===== config.mk =====
export PLATFORM = sky130hd
export DESIGN_NAME = pc_sequencer
export DESIGN_NICKNAME = d
export VERILOG_FILES = /design/src/rtl/cpu_pkg.sv /design/src/rtl/Shift_Left_Two.sv /design/src/rtl/pc_sequencer.sv
export SDC_FILE = /design/constraint.sdc
export NUM_CORES = 1
export LEC_CHECK = 0
export ABC_AREA = 0
export ABC_CLOCK_PERIOD_IN_PS = 4019
export CAP_MARGIN = 30
export CORE_MARGIN = 3
export CORE_UTILIZATION = 34
export DETAILED_ROUTE_END_ITERATION = 7
export DONT_BUFFER_PORTS = 1
export HOLD_SLACK_MARGIN = 0.03
export SLEW_MARGIN = 40
export SYNTH_ARGS = -nofsm -noshare
export SYNTH_HDL_FRONTEND = slang
export SYNTH_SLANG_ARGS = --single-unit

===== constraint.sdc =====
create_clock -name clk_i -period 4.02 [get_ports clk_i]
set_input_delay 0.201 -clock clk_i [delete_from_list [all_inputs] [get_ports clk_i]]
set_output_delay 0.201 -clock clk_i [all_outputs]
set_load 0.02 [all_outputs]

===== src/rtl/cpu_pkg.sv =====
`default_nettype none
// +----------------------------------------------------------------------+
// | cpu_pkg                                                              |
// | Shared widths, sequencer state encoding and default PC vectors.      |
// | Revision: 1.0                                                        |
// +----------------------------------------------------------------------+
package cpu_pkg;

  localparam int WORD_W = 32;
  localparam int JIDX_W = 26;

  localparam logic [WORD_W-1:0] DEF_RESET_VECTOR = 32'h0000_0000;
  localparam logic [WORD_W-1:0] DEF_TRAP_VECTOR  = 32'h0000_0080;

  typedef enum logic [1:0] {
    BOOT = 2'd0,
    RUN  = 2'd1,
    HALT = 2'd2
  } state_t;

endpackage
`default_nettype wire


===== src/rtl/Shift_Left_Two.sv =====
`default_nettype none
// +----------------------------------------------------------------------+
// | Shift_Left_Two                                                       |
// | Word-offset to byte-offset conversion (logical shift left by two).   |
// | Revision: 1.0                                                        |
// +----------------------------------------------------------------------+
module Shift_Left_Two #(
  parameter int size = 32
) (
  input  logic [size-1:0] data_i,
  output logic [size-1:0] data_o
);

  assign data_o = data_i << 2;

endmodule
`default_nettype wire


===== src/rtl/pc_sequencer.sv =====
`default_nettype none
// +----------------------------------------------------------------------+
// | pc_sequencer                                                         |
// | Registered next-PC controller with boot, stall, halt and jr trap.    |
// | Revision: 1.0                                                        |
// +----------------------------------------------------------------------+
module pc_sequencer
  import cpu_pkg::*;
#(
  parameter logic [WORD_W-1:0] RESET_VECTOR = DEF_RESET_VECTOR,
  parameter logic [WORD_W-1:0] TRAP_VECTOR  = DEF_TRAP_VECTOR
) (
  input  logic              clk_i,
  input  logic              rst_i,
  input  logic              stall_i,
  input  logic              halt_i,
  input  logic              branch_taken_i,
  input  logic              jump_i,
  input  logic              jr_i,
  input  logic [WORD_W-1:0] imm_i,
  input  logic [JIDX_W-1:0] jidx_i,
  input  logic [WORD_W-1:0] rs_data_i,
  output logic [WORD_W-1:0] pc_o,
  output logic [WORD_W-1:0] pc_plus4_o,
  output logic              fetch_valid_o,
  output logic              halted_o,
  output logic              trap_o
);

  state_t            r_state;
  state_t            w_state_nxt;
  logic [WORD_W-1:0] r_pc;
  logic [WORD_W-1:0] w_pc_nxt;
  logic              r_trap;
  logic              w_trap_nxt;

  logic [WORD_W-1:0] w_pc_plus4;
  logic [WORD_W-1:0] w_br_off;
  logic [27:0]       w_jmp_field;
  logic [WORD_W-1:0] w_br_target;
  logic [WORD_W-1:0] w_jmp_target;
  logic              w_jr_misaligned;

  Shift_Left_Two #(.size(32)) u_br_shift (
    .data_i (imm_i),
    .data_o (w_br_off)
  );

  Shift_Left_Two #(.size(28)) u_jmp_shift (
    .data_i ({2'b00, jidx_i}),
    .data_o (w_jmp_field)
  );

  assign w_pc_plus4      = r_pc + 32'd4;
  assign w_br_target     = w_pc_plus4 + w_br_off;
  assign w_jmp_target    = {w_pc_plus4[31:28], w_jmp_field};
  assign w_jr_misaligned = (rs_data_i[1:0] != 2'b00);

  always_ff @(posedge clk_i) begin
    if (rst_i) begin
      r_state <= BOOT;
      r_pc    <= RESET_VECTOR;
      r_trap  <= 1'b0;
    end else begin
      r_state <= w_state_nxt;
      r_pc    <= w_pc_nxt;
      r_trap  <= w_trap_nxt;
    end
  end

  always_comb begin
    w_state_nxt = r_state;
    w_pc_nxt    = r_pc;
    w_trap_nxt  = 1'b0;
    case (r_state)
      BOOT: w_state_nxt = RUN;
      RUN: begin
        if (!stall_i) begin
          // Strict priority: halt > jr > jump > branch > sequential.
          if (halt_i) begin
            w_state_nxt = HALT;
          end else if (jr_i) begin
            if (w_jr_misaligned) begin
              w_pc_nxt   = TRAP_VECTOR;
              w_trap_nxt = 1'b1;
            end else begin
              w_pc_nxt = rs_data_i;
            end
          end else if (jump_i) begin
            w_pc_nxt = w_jmp_target;
          end else if (branch_taken_i) begin
            w_pc_nxt = w_br_target;
          end else begin
            w_pc_nxt = w_pc_plus4;
          end
        end
      end
      HALT:    w_state_nxt = HALT;
      default: w_state_nxt = BOOT;
    endcase
  end

  assign pc_o          = r_pc;
  assign pc_plus4_o    = w_pc_plus4;
  assign fetch_valid_o = (r_state == RUN);
  assign halted_o      = (r_state == HALT);
  assign trap_o        = r_trap;

endmodule
`default_nettype wire


==> run_results.csv, run 1 <==
group,metric,value,unit
timing,fin_crit_sh,92.3,%
place,dpl.hpwl,12.6,mm
power,p_leak,2.14,nW
cells_and_area,drive_gt1_share,15.3,%
drt,ant_nets,0,
clock_tree,cts_tree,"yes",
timing,max_slew_margin,53.2,%
global_route,grt_antenna_before_repair,0,
drt,finalWirelength,16.4,mm
floorplanning,io_pins,164,
floorplanning,die-area,13900,um2
global_route,grt_max_degree,29,
global_route,overflow,0,
cells_and_area,area_growth,17.0,%
yosys,yosys-top-cells-area,"dfxtp_1, ha_1, a21oi_1",
global_route,grt_pass1_wl,25.3,mm
floorplanning,coreArea,12100,um2
worst_hold_path,hold_path_depth,2,
yosys,async_flop_share,0,%
yosys,yosys.cell_count.top_type,"nor2_1",
floorplanning,start_util,35.2,%
timing,fin_skew,0.00637,ns
clock_tree,numCtsBuffers,5,
timing,hold_slack,0.0591,ns
worst_setup_path,rr_worst_depth,14,
timing,worst_pin_slew,0.703,ns
cells_and_area,post-route-util,41.1,%
timing,rsz0062_at_grt,"no",
worst_hold_path,min_path_type,"input pin to flop",
place,gp_congestion,0.975,
outcome,status,"finished, final reports clean",
global_route,grt_pass1_vias,4537,
timing,setup_viol,0,
floorplanning,die_w,118,um
yosys,ys_seq_area_share,16.5,%
clock_tree,clk_latency,0.29,ns
timing,setup_tns,0,ns
drt,via_count,4628,
yosys,synth_area,4260,um2
global_route,track_usage,22.7,%
worst_setup_path,cp_max_fo,9,
drt,drt-pass1-iter-count,5,
clock_tree,cts.clk_slew.worst_paths,0.07,ns
yosys,synth.distinct_cells,68,
yosys,yosys_warnings,0,
yosys,synth_top_cells_by_count,"nor2_1, a21oi_1, ha_1, nand2_1, dfxtp_1",
worst_setup_path,path_class,"flop to flop",
power,total_power,0.00197,W
yosys,synth_edf_count,0,
yosys,synth_top_area_cell,"dfxtp_1",
worst_setup_path,critical_path.startpoint_type,"flop",
worst_setup_path,worstPathArrival,3.88,ns
yosys,synthFlopType,"dfxtp_1",
yosys,synth.avg_cell_area,7.50,um2
drt,initialDrtViolationCount,266,
timing,min_period,3.71,ns
yosys,yosysTopAreaCellShare,16.5,%
cells_and_area,num_antenna_cells,0,
worst_setup_path,critPathCaptureType,"flop",
floorplanning,row_count,40,
run,cap_violations,0,
clock_tree,clk_path_buf_depth,2,
power,ir_worst_vdd,0.000171,V
yosys,synth-seq-cells,35,
clock_tree,htreeDepth,2,
drt,drc,0,
clock_tree,cts_sinks,35,
timing,final_max_slew_viol_count,0,
timing,timing.fmax,270,MHz
drt,wl_per_cell,21.3,um
worst_setup_path,cp.required,4.19,ns
drt,vias_per_cell,6.02,
place,portBuffers,0,
cells_and_area,fin_nets,737,
floorplanning,die_y,118,um
timing,final-hold-violation-count,0,
power,power.density,395,nW/um2
yosys,synth_fp_nets,705,
clock_tree,cts-root-buf,"clkbuf_16",
yosys,syn_inst,568,
cells in the final DEF (no fill, tap or decap), types with 4 or more instances in the layout:
| cell | netlist | layout |
|---|---|---|
| a21o_1 | 16 | 16 |
| xnor2_1 | 27 | 27 |
| nand2_1 | 38 | 38 |
| ha_1 | 39 | 39 |
| a21oi_1 | 53 | 53 |
| buf_4 | 2 | 59 |
| nor2_1 | 62 | 61 |
| or3_1 | 5 | 5 |
| xor2_1 | 16 | 16 |
| o21ai_0 | 25 | 25 |
| clkbuf_16 | 0 | 5 |
| and2_1 | 7 | 6 |
| nand4_1 | 11 | 11 |
| mux2i_1 | 4 | 4 |
| o21ai_1 | 6 | 6 |
| nand2b_1 | 7 | 7 |
| o31ai_1 | 5 | 5 |
| a211oi_1 | 8 | 8 |
| o21a_1 | 5 | 5 |
| nand3_1 | 16 | 16 |
| inv_1 | 16 | 16 |
| a31oi_1 | 5 | 5 |
| a221o_1 | 14 | 14 |
| dfxtp_1 | 35 | 35 |
| nor3_1 | 18 | 18 |
| and3_1 | 8 | 8 |
| a221oi_1 | 19 | 19 |
| nor3b_1 | 5 | 5 |
| o211ai_1 | 8 | 8 |
area by class of cell:
type                       count  area, um2
fill                        1254       7130
multi-input combinational    482       3350
sequential                    35        701
timing repair buffer          60        463
tap                          168        210
clock buffer                   5        125
clock inverter                 3       67.6
inverter                      16       60.1
routing by layer:
layer | GRT usage, % | routed length (um) | share of wire [%]
met2 | 38.0 | 7590 | 46
met3 | 7.26 | 1600 | 9.8
met1 | 27.0 | 6650 | 41
met5 | 0 | 0 | 0
met4 | 8.42 | 576 | 3.5
logic make-up after synthesis:
family / synth area share [%]
compound gates: 30.8
xor+xnor: 9.61
fa+ha+maj: 11.9
buf+inv: 5.02
flops: 16.5
mux: 0.940
simple gates: 25.2
sequential cells by signal, summed over array words and instances (netlist names):
register,flops
r_state,2
trap_o,1
pc_o,32
worst max-delay path, cell delays in order (launching register included):
cell and delay [ns]:
dfxtp_1 0.38, ha_1 0.22, nand4_1 0.15, buf_4 0.18, nor2_1 0.12, xor2_1 0.25
ha_1 0.37, and4_4 0.24, and3_1 0.19, o21ai_1 0.06, or4b_1 0.52, a21o_1 0.21
a21oi_1 0.19, xor2_1 0.09, a2111oi_1 0.41
where the power goes:
part / internal (W) / switching, W / total (W)
combinational: 0.000375 / 0.000581 / 0.000957
clock: 0.000356 / 0.000182 / 0.000538
sequential: 0.000398 / 0.0000730 / 0.000471
repair_timing:
item	CTS	global route
setup endpoints to repair	0	2
gates resized for setup	0	2
setup buffers	0	0
endpoints found under the hold margin	26	0
hold buffers	1	0
stage by stage:
step | area (um2) | setup slack [ns] | instances
6_report | 4980 | 0.311 | 769
5_1_grt | 4980 | 0.0623 | 769
4_1_cts | 4980 | 0.175 | 769
3_5_place_dp | 4760 | 0.190 | 760
3_3_place_gp | 4760 | 0.350 | 760
2_1_floorplan | 4260 | 0.109 | 568
worst paths after layout:
kind	start	endpoint	slack, ns
max	pc_o[3]	pc_o[16]	0.31
min	rst_i	pc_o[27]	0.06
max reg2reg	pc_o[3]	pc_o[16]	0.31
min reg2reg	pc_o[26]	pc_o[26]	0.66
(Power assumes the default switching activity.)
==> run 2: changes to the inputs <==
- MAX_ROUTING_LAYER: unset -> met4
==> run 2 against run 1 <==
  * Clock-buffer cell count increased by 1
  * Utilization down 0.15 points
  * Combinational power increased by 2.2%
  * Die area stayed put
  * Global-route usage is 0.53 points higher
  * First-iteration DRC count fell by 23%
  * Largest power group unchanged
  * Flip-flop and latch count did not move
==> run_results.csv, run 2 (synthesis gave the netlist of run 1 again) <==
group,metric,value,unit
cells_and_area,final_cell_mix,"buf_4, nor2_1, a21oi_1",
worst_setup_path,worstPathArrival,3.99,ns
timing,max_slew_margin,52.5,%
clock_tree,numCtsBuffers,5,
timing,hold_slack,0.0664,ns
drt,finalWirelength,16.5,mm
cells_and_area,drive_gt1_share,15.9,%
drt,wl_per_cell,21.4,um
clock_tree,clk_path_buf_depth,2,
clock_tree,htreeDepth,2,
cells_and_area,fin_nets,740,
floorplanning,die_y,118,um
floorplanning,io_pins,164,
global_route,grt_antenna_before_repair,0,
cells_and_area,largest_reg_flops,32,
cells_and_area,area_growth,16.5,%
floorplanning,start_util,35.2,%
timing,setup_viol,0,
global_route,overflow,0,
run,cap_violations,0,
drt,ant_nets,0,
worst_setup_path,cp.required,4.18,ns
drt,drc,0,
clock_tree,cts_sinks,35,
floorplanning,row_count,40,
worst_setup_path,path_class,"flop to flop",
global_route,grt_max_degree,30,
floorplanning,die-area,13900,um2
timing,worst_pin_slew,0.711,ns
clock_tree,clk_latency,0.29,ns
timing,final-hold-violation-count,0,
worst_setup_path,critical_path.startpoint_type,"flop",
place,dpl.hpwl,13.0,mm
timing,setup_tns,0,ns
global_route,grt_pass1_wl,25.2,mm
drt,via_count,4629,
cells_and_area,num_antenna_cells,0,
timing,fin_skew,0.0112,ns
clock_tree,cts.clk_slew.worst_paths,0.06,ns
global_route,track_usage,23.2,%
timing,min_period,3.83,ns
drt,vias_per_cell,6.00,
cells_and_area,stdcell_count,771,
cells_and_area,final_common_cell,"buf_4",
timing,timing.fmax,261,MHz
drt,drt-pass1-iter-count,5,
floorplanning,die_w,118,um
cells_and_area,fillers,1301,
worst_setup_path,critPathCaptureType,"flop",
outcome,status,"finished, final reports clean",
timing,final_max_slew_viol_count,0,
place,gp_congestion,0.932,
place,placed_cells,763,
power,ir_worst_vdd,0.000159,V
worst_setup_path,cp_max_fo,9,
place,portBuffers,0,
power,p_leak,2.14,nW
timing,fin_crit_sh,95.3,%
global_route,grt_pass1_vias,4560,
floorplanning,coreArea,12100,um2
cells_and_area,post-route-util,41.0,%
drt,initialDrtViolationCount,205,
worst_hold_path,min_path_type,"input pin to flop",
clock_tree,cts_tree,"yes",
clock_tree,cts-root-buf,"clkbuf_16",
power,power.density,372,nW/um2
run 2: per-stage QoR:
| step | setup WS [ns] | instance area, um2 | total power [W] |
|---|---|---|---|
| after floorplan | 0.109 | 4260 | 0.00115 |
| after global placement | 0.285 | 4780 | 0.00140 |
| after detailed placement | 0.186 | 4790 | 0.00143 |
| after CTS | 0.171 | 4950 | 0.00185 |
| after global routing | -0.00532 | 4960 | 0.00197 |
| final | 0.189 | 4960 | 0.00184 |
run 2: repair_timing:
| item | CTS | global route |
|---|---|---|
| gates resized for setup | 0 | 4 |
| endpoints found under the hold margin | 26 | 0 |
| hold buffers | 1 | 0 |
| setup endpoints to repair | 0 | 3 |
| setup buffers | 0 | 0 |
run 2: worst paths after layout:
kind / from / end / slack (ns) / depth (start not counted)
setup / recovery: pc_o[3] / pc_o[16] / 0.19 / 14
hold / removal: rst_i / pc_o[27] / 0.07 / 2
setup reg to reg: pc_o[3] / pc_o[16] / 0.19 / 14
hold reg to reg: pc_o[26] / pc_o[26] / 0.64 / 2
run 2: cell type report:
type                            count  area (um2)  area share [%]
Clock inverter                      1        5.00           0.101
Timing Repair Buffer               63         485            9.78
Clock buffer                        6         139            2.80
Inverter                           16        60.1            1.21
Multi-Input combinational cell    482        3360            67.8
Sequential cell                    35         701            14.1
Tap cell                          168         210            4.24
run 2: worst max-delay path, stage by stage, from the launching register on:
cell,delay (ns)
dfxtp_1,0.39
ha_1,0.24
nand4_1,0.17
buf_4,0.18
nor2_1,0.12
xor2_1,0.32
ha_2,0.41
and4_4,0.22
and3_1,0.19
o21ai_1,0.06
or4b_1,0.51
a21o_1,0.21
a21oi_1,0.17
xor2_1,0.10
a2111oi_0,0.41
run 2: per-layer routing:
| layer | share of wire (%) | global-route usage [%] | wire [um] |
|---|---|---|---|
| met2 | 49 | 39.8 | 8050 |
| met4 | 2.3 | 6.08 | 374 |
| met1 | 41 | 26.6 | 6760 |
| met3 | 8.0 | 6.78 | 1320 |
| met5 | 0 | - | 0 |
run 2: power by group:
group          total [W]  internal [W]  switching (W)
Sequential      0.000465      0.000398      0.0000665
Clock           0.000401      0.000242       0.000159
Combinational   0.000978      0.000381       0.000597
==> run 3: changes to the inputs <==
- PLACE_DENSITY: unset -> 0.46
==> run 3 against run 2 <==
  * Sequential share of layout area is 0.18 points lower
  * Utilization is 0.52 points higher
  * Cell count grew 0.39%
  * Maximum frequency rose by 4.8%
  * First-iteration DRC count increased by 34%
  * Routed wire length up 1.8%
  * Non-clock buffer count up 2
  * Flip-flop and latch count is the same
  * Combinational power about the same
  * Highest routed layer unchanged
==> run_results.csv, run 3 (synthesis gave the netlist of run 1 again) <==
group,metric,value,unit
outcome,status,"finished, final reports clean",
global_route,met3_usage,7.30,%
cells_and_area,area_growth,18.0,%
global_route,track_usage,24.2,%
worst_setup_path,critPathBufInv,1,
worst_setup_path,cp.required,4.22,ns
floorplanning,die_y,118,um
global_route,grt_most_used_layer,"met2",
worst_setup_path,path_class,"flop to flop",
floorplanning,die-area,13900,um2
timing,fin_skew,0.0131,ns
worst_setup_path,worstPathArrival,3.86,ns
global_route,grt_pass1_wl,26.1,mm
clock_tree,cts-root-buf,"clkbuf_16",
place,dpl.hpwl,13.0,mm
run,cap_violations,0,
timing,final-hold-violation-count,0,
cells_and_area,stdcell_count,774,
power,power.density,392,nW/um2
timing,setup_tns,0,ns
cells_and_area,fin_nets,742,
global_route,grt_use_met1,31.4,%
floorplanning,coreArea,12100,um2
power,ir_worst_vdd,0.000204,V
timing,fin_crit_sh,90.9,%
floorplanning,die_w,118,um
timing,min_period,3.65,ns
clock_tree,htreeDepth,2,
worst_setup_path,critical_path.startpoint_type,"flop",
cells_and_area,final_common_cell,"buf_4",
cells_and_area,num_antenna_cells,0,
place,portBuffers,0,
clock_tree,clk_latency,0.30,ns
global_route,overflow,0,
worst_setup_path,critPathCaptureType,"flop",
worst_setup_path,reg2reg_slack,0.37,ns
timing,max_slew_margin,45.6,%
cells_and_area,drive_gt1_share,16.2,%
worst_setup_path,crit_chain,"ha_1 -> nand4_1 -> buf_4 -> or4_1 -> xnor2_1 -> ha_1 -> o2111a_1 -> and3_1 -> a21oi_1 -> o211ai_1 -> o211ai_1 -> xor2_1 -> o41ai_1",
place,placed_cells,765,
worst_setup_path,cpMaxStageDelayCell,"or4_1",
floorplanning,row_count,40,
worst_setup_path,cp_max_fo,5,
worst_setup_path,crit_family,"compound AO/OA/AOI/OAI gates",
drt,ant_nets,0,
place,gp_congestion,0.941,
drt,via_count,4596,
clock_tree,numCtsBuffers,5,
timing,rsz0062_at_grt,"no",
drt,drt-pass1-iter-count,5,
floorplanning,start_util,35.2,%
worst_setup_path,slowest_delay,0.72,ns
cells_and_area,postLayoutCellArea,5020,um2
global_route,grt_max_degree,29,
place,pre_cts_slack,0.238,ns
timing,setup_viol,0,
worst_hold_path,min_path_type,"input pin to flop",
floorplanning,io_pins,164,
clock_tree,cts_tree,"yes",
global_route,grt_pass1_vias,4616,
timing,timing.fmax,274,MHz
clock_tree,cts.clk_slew.worst_paths,0.07,ns
drt,drc,0,
cells_and_area,largest_reg_flops,32,
drt,wl_per_cell,21.7,um
place,placed_area,4800,um2
power,p_leak,2.17,nW
timing,worst_pin_slew,0.812,ns
clock_tree,cts_sinks,35,
clock_tree,clk_path_buf_depth,2,
drt,initialDrtViolationCount,275,
global_route,grt_antenna_before_repair,0,
timing,final_max_slew_viol_count,0,
drt,finalWirelength,16.8,mm
global_route,grt_use_met2,36.8,%
timing,setup_slack,0.366,ns
cells_and_area,final_cell_mix,"buf_4, nor2_1, a21oi_1",
drt,vias_per_cell,5.94,
## run 3: changes by cell type in the layout (fill, tap and decap cells not counted), sizes merged
cell      previous run  this run
clkbuf               6         5
bufinv               0         2
clkinv               1         0
buf                 63        65
clkinvlp             0         1
## run 3: what timing repair did
item,CTS,global route
gates resized for setup,0,3
hold buffers,1,0
setup endpoints to repair,0,3
buffers inserted,0,0
endpoints found under the hold margin,26,0
## run 3: routing by layer
metal	part of all wire, %	wire [um]
met1	46	7690
met2	44	7470
met3	8.4	1410
met4	1.4	238
met5	0	0
## run 3: final cells by class
| cell class | count | area, um2 |
|---|---|---|
| clock inverter | 3 | 67.6 |
| tap | 168 | 210 |
| multi-input combinational | 482 | 3360 |
| fill | 1270 | 7090 |
| inverter | 16 | 60.1 |
| sequential | 35 | 701 |
| timing repair buffer | 65 | 500 |
| clock buffer | 5 | 125 |
## run 3: report_power, final
part / total, W / switching [W] / internal, W
Sequential: 0.000457 / 0.0000591 / 0.000398
Combinational: 0.000978 / 0.000594 / 0.000384
Clock: 0.000536 / 0.000180 / 0.000356
Total: 0.00197 / 0.000834 / 0.00114
## run 3: worst register-to-register path, stage by stage, from the launching register on
cell      delay (ns)
dfxtp_1         0.35
ha_1            0.22
nand4_1         0.15
buf_4           0.17
or4_1           0.72
xnor2_1         0.31
ha_1            0.30
o2111a_1        0.28
and3_1          0.17
a21oi_1         0.11
o211ai_1        0.19
o211ai_1        0.25
xor2_1          0.10
o41ai_1         0.24
## run 3: path summary, 6_finish.rpt
kind / from / end / depth (start not counted)
max: pc_o[2] / pc_o[30] / 13
min: rst_i / pc_o[27] / 2
max reg2reg: pc_o[2] / pc_o[30] / 13
min reg2reg: pc_o[26] / pc_o[26] / 2
## run 3: per-stage QoR
step	hold slack, ns	utilization [%]	power [W]
detailed placement	0.275	39.6	0.00143
floorplan	0.354	-	0.00115
CTS	0.0364	41.4	0.00198
finish	0.0495	41.5	0.00197
global route	0.0627	41.5	0.00210
global placement	0.273	39.6	0.00142
